File: src/rtl/sb_pkg.sv
// Shared types and constants for the D-stage register scoreboard.
package sb_pkg;
  localparam int CNT_W_DEF  = 2;
  localparam int TNEW_W_DEF = 2;

  // Tuse / Tnew encodings (cycles)
  localparam logic [1:0] T0 = 2'd0;
  localparam logic [1:0] T1 = 2'd1;
  localparam logic [1:0] T2 = 2'd2;

  localparam logic [4:0] REG_ZERO = 5'd0;
endpackage

File: src/rtl/sb_reg_entry.sv
// One scoreboard slot: in-flight writer count plus forwardability countdown.
module sb_reg_entry
  import sb_pkg::*;
#(
  parameter int CNT_W  = CNT_W_DEF,
  parameter int TNEW_W = TNEW_W_DEF
) (
  input  logic              clk,
  input  logic              reset,
  input  logic              inc,
  input  logic              dec,
  input  logic [TNEW_W-1:0] load,
  input  logic              tick,
  output logic              pending,
  output logic              full,
  output logic [TNEW_W-1:0] tnew
);
  logic [CNT_W-1:0] cnt;
  logic             dec_eff;

  // a retire with nothing outstanding is dropped so the count never wraps
  assign dec_eff = dec && (cnt != '0);
  assign pending = (cnt != '0);
  assign full    = &cnt;

  // writer count: issue and retire in the same cycle cancel out
  always_ff @(posedge clk) begin
    if (reset)                cnt <= '0;
    else if (inc && !dec_eff) cnt <= cnt + 1'b1;
    else if (!inc && dec_eff) cnt <= cnt - 1'b1;
  end

  // countdown: the youngest writer reloads, otherwise saturating decrement
  always_ff @(posedge clk) begin
    if (reset)                     tnew <= '0;
    else if (inc)                  tnew <= load;
    else if (tick && tnew != '0)   tnew <= tnew - 1'b1;
  end
endmodule

File: src/rtl/d_reg_scoreboard.sv
// D-stage read-hazard scoreboard for the GPR file.
// Optional build macro SB_TRACE_EN prints a trace line for each stalled issue.
module d_reg_scoreboard
  import sb_pkg::*;
#(
  parameter int CNT_W  = CNT_W_DEF,
  parameter int TNEW_W = TNEW_W_DEF
) (
  input  logic              clk,
  input  logic              reset,
  input  logic              issue_valid,
  input  logic [4:0]        rs_addr,
  input  logic [4:0]        rt_addr,
  input  logic [TNEW_W-1:0] rs_tuse,
  input  logic [TNEW_W-1:0] rt_tuse,
  input  logic              rs_used,
  input  logic              rt_used,
  input  logic              dst_we,
  input  logic [4:0]        dst_addr,
  input  logic [TNEW_W-1:0] dst_tnew,
  input  logic              wb_we,
  input  logic [4:0]        wb_addr,
  output logic              stall,
  output logic              stall_rs,
  output logic              stall_rt,
  output logic [31:0]       pending_mask
);
  logic [31:0]             full_vec;
  logic [31:0][TNEW_W-1:0] tnew_vec;
  logic                    stall_full;
  logic                    fire;

  // $0 is hardwired: never pending, never full
  assign pending_mask[0] = 1'b0;
  assign full_vec[0]     = 1'b0;
  assign tnew_vec[0]     = '0;

  for (genvar i = 1; i < 32; i++) begin : g_ent
    sb_reg_entry #(.CNT_W(CNT_W), .TNEW_W(TNEW_W)) u_ent (
      .clk     (clk),
      .reset   (reset),
      .inc     (fire && dst_we && (dst_addr == 5'(i))),
      .dec     (wb_we && (wb_addr == 5'(i))),
      .load    (dst_tnew),
      .tick    (1'b1),
      .pending (pending_mask[i]),
      .full    (full_vec[i]),
      .tnew    (tnew_vec[i])
    );
  end

  // a source stalls only while its newest producer is not yet forwardable in time
  assign stall_rs = rs_used && (rs_addr != REG_ZERO) && pending_mask[rs_addr] &&
                    (tnew_vec[rs_addr] > rs_tuse);
  assign stall_rt = rt_used && (rt_addr != REG_ZERO) && pending_mask[rt_addr] &&
                    (tnew_vec[rt_addr] > rt_tuse);
  assign stall_full = dst_we && (dst_addr != REG_ZERO) && full_vec[dst_addr];
  assign stall      = stall_rs | stall_rt | stall_full;
  assign fire       = issue_valid && !stall;

`ifdef SB_TRACE_EN
  // trace each cycle an issue attempt is held back
  always_ff @(posedge clk) begin
    if (!reset && stall && issue_valid)
      $display("%d@stall rs=%d rt=%d", $time, rs_addr, rt_addr);
  end
`endif
endmodule

File: config.mk
export PLATFORM = sky130hd
export DESIGN_NAME = d_reg_scoreboard
export DESIGN_NICKNAME = d
export VERILOG_FILES = /design/src/rtl/sb_pkg.sv /design/src/rtl/sb_reg_entry.sv /design/src/rtl/d_reg_scoreboard.sv
export SDC_FILE = /design/constraint.sdc
export NUM_CORES = 1
export LEC_CHECK = 0
export CORE_MARGIN = 2
export CORE_UTILIZATION = 50
export CTS_BUF_LIST = sky130_fd_sc_hd__clkbuf_16
export CTS_CLUSTER_SIZE = 40
export DETAILED_ROUTE_END_ITERATION = 10
export GPL_ROUTABILITY_DRIVEN = 1
export PLACE_DENSITY = 0.68
export SLEW_MARGIN = 20
export SYNTH_ARGS = -nofsm -noshare
export SYNTH_HDL_FRONTEND = slang
export SYNTH_HIERARCHICAL = 1
export SYNTH_SLANG_ARGS = --single-unit
export TNS_END_PERCENT = 10
File: constraint.sdc
create_clock -name clk -period 13.38 [get_ports clk]
set_input_delay 2.676 -clock clk [delete_from_list [all_inputs] [get_ports clk]]
set_output_delay 2.676 -clock clk [all_outputs]
set_load 0.05 [all_outputs]
==> implementation parameters <==
Parameter                              Value

Layout
  Fill cell instance count of the final layout    1,777
  Fin cells    1,506
  Area used by multi-input combinational logic    0.00697 sq mm
  Syn-to-layout area delta    17.3%
  Sequential cell area    0.00248 sq mm
  Fraction of layout cells with a size suffix above 1    13.4%
  Cell area after layout    0.0115 sq mm
  N_diodes    0
  Number of nets in the layout    1,328

Synthesis
  Sequential-to-total area share from yosys stat    between 20 and 30%
  Leading register cell type out of synthesis    sky130_fd_sc_hd__dfxtp_1
  Synthesized area divided by synthesized cell count    8.80 sq um
  Share of synthesized flip-flops with an asynchronous set or reset    0%
  Count of state elements after synthesis    124
  Total number of yosys warnings    6
  Synthesized cell area    0.00982 sq mm
  Post-synth cell types    47
  Synthesized instance count    1,116
  Number of flops mapped to enable cells by yosys    0
  Synth area leader    sky130_fd_sc_hd__dfxtp_1
  Biggest area contributors in the synthesized netlist    sky130_fd_sc_hd__dfxtp_1, sky130_fd_sc_hd__mux4_2, sky130_fd_sc_hd__ha_1
  Share of the synthesized area in the top cell type    25.3%

Clock network
  Buffer cell driving the clock tree root    sky130_fd_sc_hd__clkbuf_16
  H-tree levels    4
  Number of clock sinks    ~120
  Count of hold-fix buffers inserted at cts    0
  Post-cts sizing count    0
  Number of buffers between clock root and the deepest sink    2
  Clock latency on the worst-skew pair    0.44 ns
  Post-CTS setup buffer count    0
  Clock input transition at the sequential cells of the worst setup and hold paths    0.06 ns
  Number of CTS-inserted buffers    17
  Clock tree from TritonCTS    built

Die
  Std-Cell Rows    51
  Die area    between 0.02 and 0.025 sq mm
  Core outline area    0.0194 sq mm
  Die span in y    144 um
  Chip Width    between 100 and 150 um
  IO Pins    68
  Effective utilization at floorplan    between 50% and 60%

Min path
  HP Class    register to register

Global routing
  Total congestion overflow after global routing    0
  Via count of the first global-routing pass    8,105
  Global-route wire length before repair    43,400 um
  All-layer global routing usage    27.6%
  Pin count of the biggest net entering global routing    67
  Number of antenna violations at the first check in global routing    0

Routing
  Initial DRC count    between 500 and 600
  Remaining routing DRC violations    0
  Routed len/inst    18.3 um
  Total Wirelength    between 20,000 and 30,000 um
  Number of detailed-route iterations in the first pass    6
  Vias after detailed routing    8,557
  Number of nets with antenna violations after routing    0
  Vias/cell    about 5.7

Critical path
  Max stage delay cell, worst path    sky130_fd_sc_hd__and4_2
  List of cells traversed by the critical path    clkdlybuf4s50_1 > buf_4 > mux4_2 > mux4_2 > mux2_2 > ha_1 > nor2b_1 > o211ai_1 > a311oi_1 > and4_2 > or3_1 > clkdlybuf4s50_1
  CP max stage delay    a little under 0.9 ns
  Crit path arrival time    7.55 ns
  Crit path capture type    primary output
  Data required time at the worst endpoint    between 10 and 15 ns
  Path type of the worst setup path    input port to primary output
  CP delay by family, top    buffers and inverters
  Crit path buffers/inverters    3
  Largest driver fanout on the critical path    33
  Crit path launch type    input port

STA
  Max frequency    97.8 MHz
  Max Clock Skew    0.0119 ns
  Final-report hold violation count    0
  Relative slew slack    20.0%
  Post-route clock period utilization    76.4%
  Final setup fails    0
  Post-route minimum period    a little over 10 ns
  Number of pins exceeding their max-slew limit in the final report    0
  TNS Setup    0 ns
  Setup repair after global routing missed its margin    false
  Slew @ Worst Pin    1.19 ns

Placed design
  Cell area after placement    0.0108 sq mm
  Placed instance count    1,475
  PortBufs    66
  Routability Congestion    0.902
  HPWL after detailed placement    20,500 um

Power
  Maximum ir drop on the vdd rail    87.2 uV
  Standby leakage power    4.21 nW
  Sum of internal, switching and leakage power    between 1 and 1.5 mW
  Cell area power density    between 100 and 150 mW/mm^2

Outcome
  Result of the run    finished, final reports clean

Job
  Max-cap violations    0
[cell usage in the layout (no fill, tap or decap), types with 4 or more instances in the layout]
master and n:
sky130_fd_sc_hd__or2_1 31, sky130_fd_sc_hd__inv_1 97, sky130_fd_sc_hd__ha_1 66, sky130_fd_sc_hd__a21oi_1 63, sky130_fd_sc_hd__clkdlybuf4s50_1 63, sky130_fd_sc_hd__buf_4 8
sky130_fd_sc_hd__clkbuf_16 17, sky130_fd_sc_hd__o211ai_1 34, sky130_fd_sc_hd__nand2_1 105, sky130_fd_sc_hd__nor2b_1 39, sky130_fd_sc_hd__mux2_1 4, sky130_fd_sc_hd__xnor2_1 31
sky130_fd_sc_hd__or3_1 32, sky130_fd_sc_hd__mux2_2 9, sky130_fd_sc_hd__mux4_2 51, sky130_fd_sc_hd__nor3_1 13, sky130_fd_sc_hd__nor4_1 4, sky130_fd_sc_hd__nor4_2 29
sky130_fd_sc_hd__conb_1 63, sky130_fd_sc_hd__nand2b_1 4, sky130_fd_sc_hd__nand3_1 6, sky130_fd_sc_hd__mux2i_1 16, sky130_fd_sc_hd__and2_2 31, sky130_fd_sc_hd__and3b_1 4
sky130_fd_sc_hd__o21ai_0 33, sky130_fd_sc_hd__nand3b_1 36, sky130_fd_sc_hd__xor2_1 62, sky130_fd_sc_hd__nor2_1 92, sky130_fd_sc_hd__dfxtp_1 124, sky130_fd_sc_hd__bufinv_16 6
sky130_fd_sc_hd__a211oi_1 32
[worst reg2reg max path, cell delays in order (launching register included)]
cell                       delay [ns]
sky130_fd_sc_hd__dfxtp_1         0.35
sky130_fd_sc_hd__mux2_1          0.30
sky130_fd_sc_hd__a22o_1          0.23
sky130_fd_sc_hd__mux4_2          0.45
sky130_fd_sc_hd__mux2_2          0.28
sky130_fd_sc_hd__ha_1            0.28
sky130_fd_sc_hd__nor2b_1         0.13
sky130_fd_sc_hd__o211ai_1        0.22
sky130_fd_sc_hd__a311oi_1        0.09
sky130_fd_sc_hd__and4_2          0.50
sky130_fd_sc_hd__nor4_1          1.10
sky130_fd_sc_hd__ha_1            0.42
sky130_fd_sc_hd__or3_1           0.37
sky130_fd_sc_hd__a21oi_1         0.15
[layout make-up]
type	instances	share of cell area [%]
multi-input combinational	916	60.5
timing repair buffer	73	6.09
inverter	97	3.16
clock buffer	17	3.69
sequential	124	21.6
clock inverter	14	2.11
tap	265	2.88
[where the power goes]
group,internal (mW),switching (mW)
logic,0.133,0.127
clock network,0.349,0.184
registers,0.400,0.0438
[worst paths after layout]
check | start | end | slack, ns | cells past startpoint
max | rs_addr[0] | stall | 3.15 | 12
min | g_ent[8].u_ent/cnt[1] | g_ent[8].u_ent/cnt[1] | 0.49 | 2
max reg2reg | g_ent[1].u_ent/tnew[1] | g_ent[20].u_ent/cnt[1] | 8.43 | 13
min reg2reg | g_ent[8].u_ent/cnt[1] | g_ent[8].u_ent/cnt[1] | 0.49 | 2
[flip-flops by register name, indices dropped and copies added, names as in the netlist]
register / count
g_ent.u_ent/cnt: 62
g_ent.u_ent/tnew: 62
[cells in the mapped netlist (2+ instances only)]
master / count
sky130_fd_sc_hd__a211oi_1: 32
sky130_fd_sc_hd__a21oi_1: 63
sky130_fd_sc_hd__a221oi_1: 2
sky130_fd_sc_hd__a22o_1: 3
sky130_fd_sc_hd__a32oi_1: 2
sky130_fd_sc_hd__and2_2: 31
sky130_fd_sc_hd__and3_1: 2
sky130_fd_sc_hd__and3b_1: 4
sky130_fd_sc_hd__and4_1: 2
sky130_fd_sc_hd__buf_1: 3
sky130_fd_sc_hd__buf_2: 13
sky130_fd_sc_hd__buf_6: 10
sky130_fd_sc_hd__clkbuf_1: 13
sky130_fd_sc_hd__conb_1: 2
sky130_fd_sc_hd__dfxtp_1: 124
sky130_fd_sc_hd__ha_1: 66
sky130_fd_sc_hd__inv_1: 97
sky130_fd_sc_hd__mux2_1: 4
sky130_fd_sc_hd__mux2_2: 9
sky130_fd_sc_hd__mux2i_1: 16
sky130_fd_sc_hd__mux4_2: 51
sky130_fd_sc_hd__nand2_1: 105
sky130_fd_sc_hd__nand2b_1: 4
sky130_fd_sc_hd__nand3_1: 6
sky130_fd_sc_hd__nand3b_1: 36
sky130_fd_sc_hd__nand4_1: 2
sky130_fd_sc_hd__nand4b_1: 2
sky130_fd_sc_hd__nor2_1: 92
sky130_fd_sc_hd__nor2b_1: 39
sky130_fd_sc_hd__nor3_1: 13
sky130_fd_sc_hd__nor3b_1: 2
sky130_fd_sc_hd__nor4_1: 4
sky130_fd_sc_hd__nor4_2: 30
sky130_fd_sc_hd__o211ai_1: 34
sky130_fd_sc_hd__o21ai_0: 33
sky130_fd_sc_hd__or2_1: 31
sky130_fd_sc_hd__or2_2: 2
sky130_fd_sc_hd__or3_1: 32
sky130_fd_sc_hd__xnor2_1: 31
sky130_fd_sc_hd__xor2_1: 62
[metal layers]
layer  wire length (um)  track usage, %  share of wire, %  vias up
met5                  0               0                 0        -
met4               1140            12.9               4.1        0
met3               1650            4.97               6.0       68
met2              12200            43.0                44      269
met1              12600            37.3                46     4113
li1                   -               -                 -     4107
[stage by stage]
step	util (%)	hold WS, ns	setup slack [ns]
2_1_floorplan	-	0.456	4.82
3_3_place_gp	55.9	0.477	3.21
3_5_place_dp	55.9	0.485	3.16
4_1_cts	59.4	0.493	3.16
5_1_grt	59.4	0.516	2.93
6_report	59.4	0.492	3.15
[cell families (layout without fill, tap and decap cells)]
| family | after synthesis | after routing | synth area share, % |
|---|---|---|---|
| simple gates | 441 | 441 | 25.9 |
| fa+ha+maj | 66 | 66 | 8.41 |
| compound gates | 173 | 173 | 11.1 |
| other cells | 2 | 63 | 0.0765 |
| mux | 80 | 80 | 14.8 |
| xor+xnor | 93 | 93 | 8.30 |
| buf+inv | 137 | 201 | 6.21 |
| flops | 124 | 124 | 25.3 |
No activity file was read; power rests on OpenSTA's default activity.
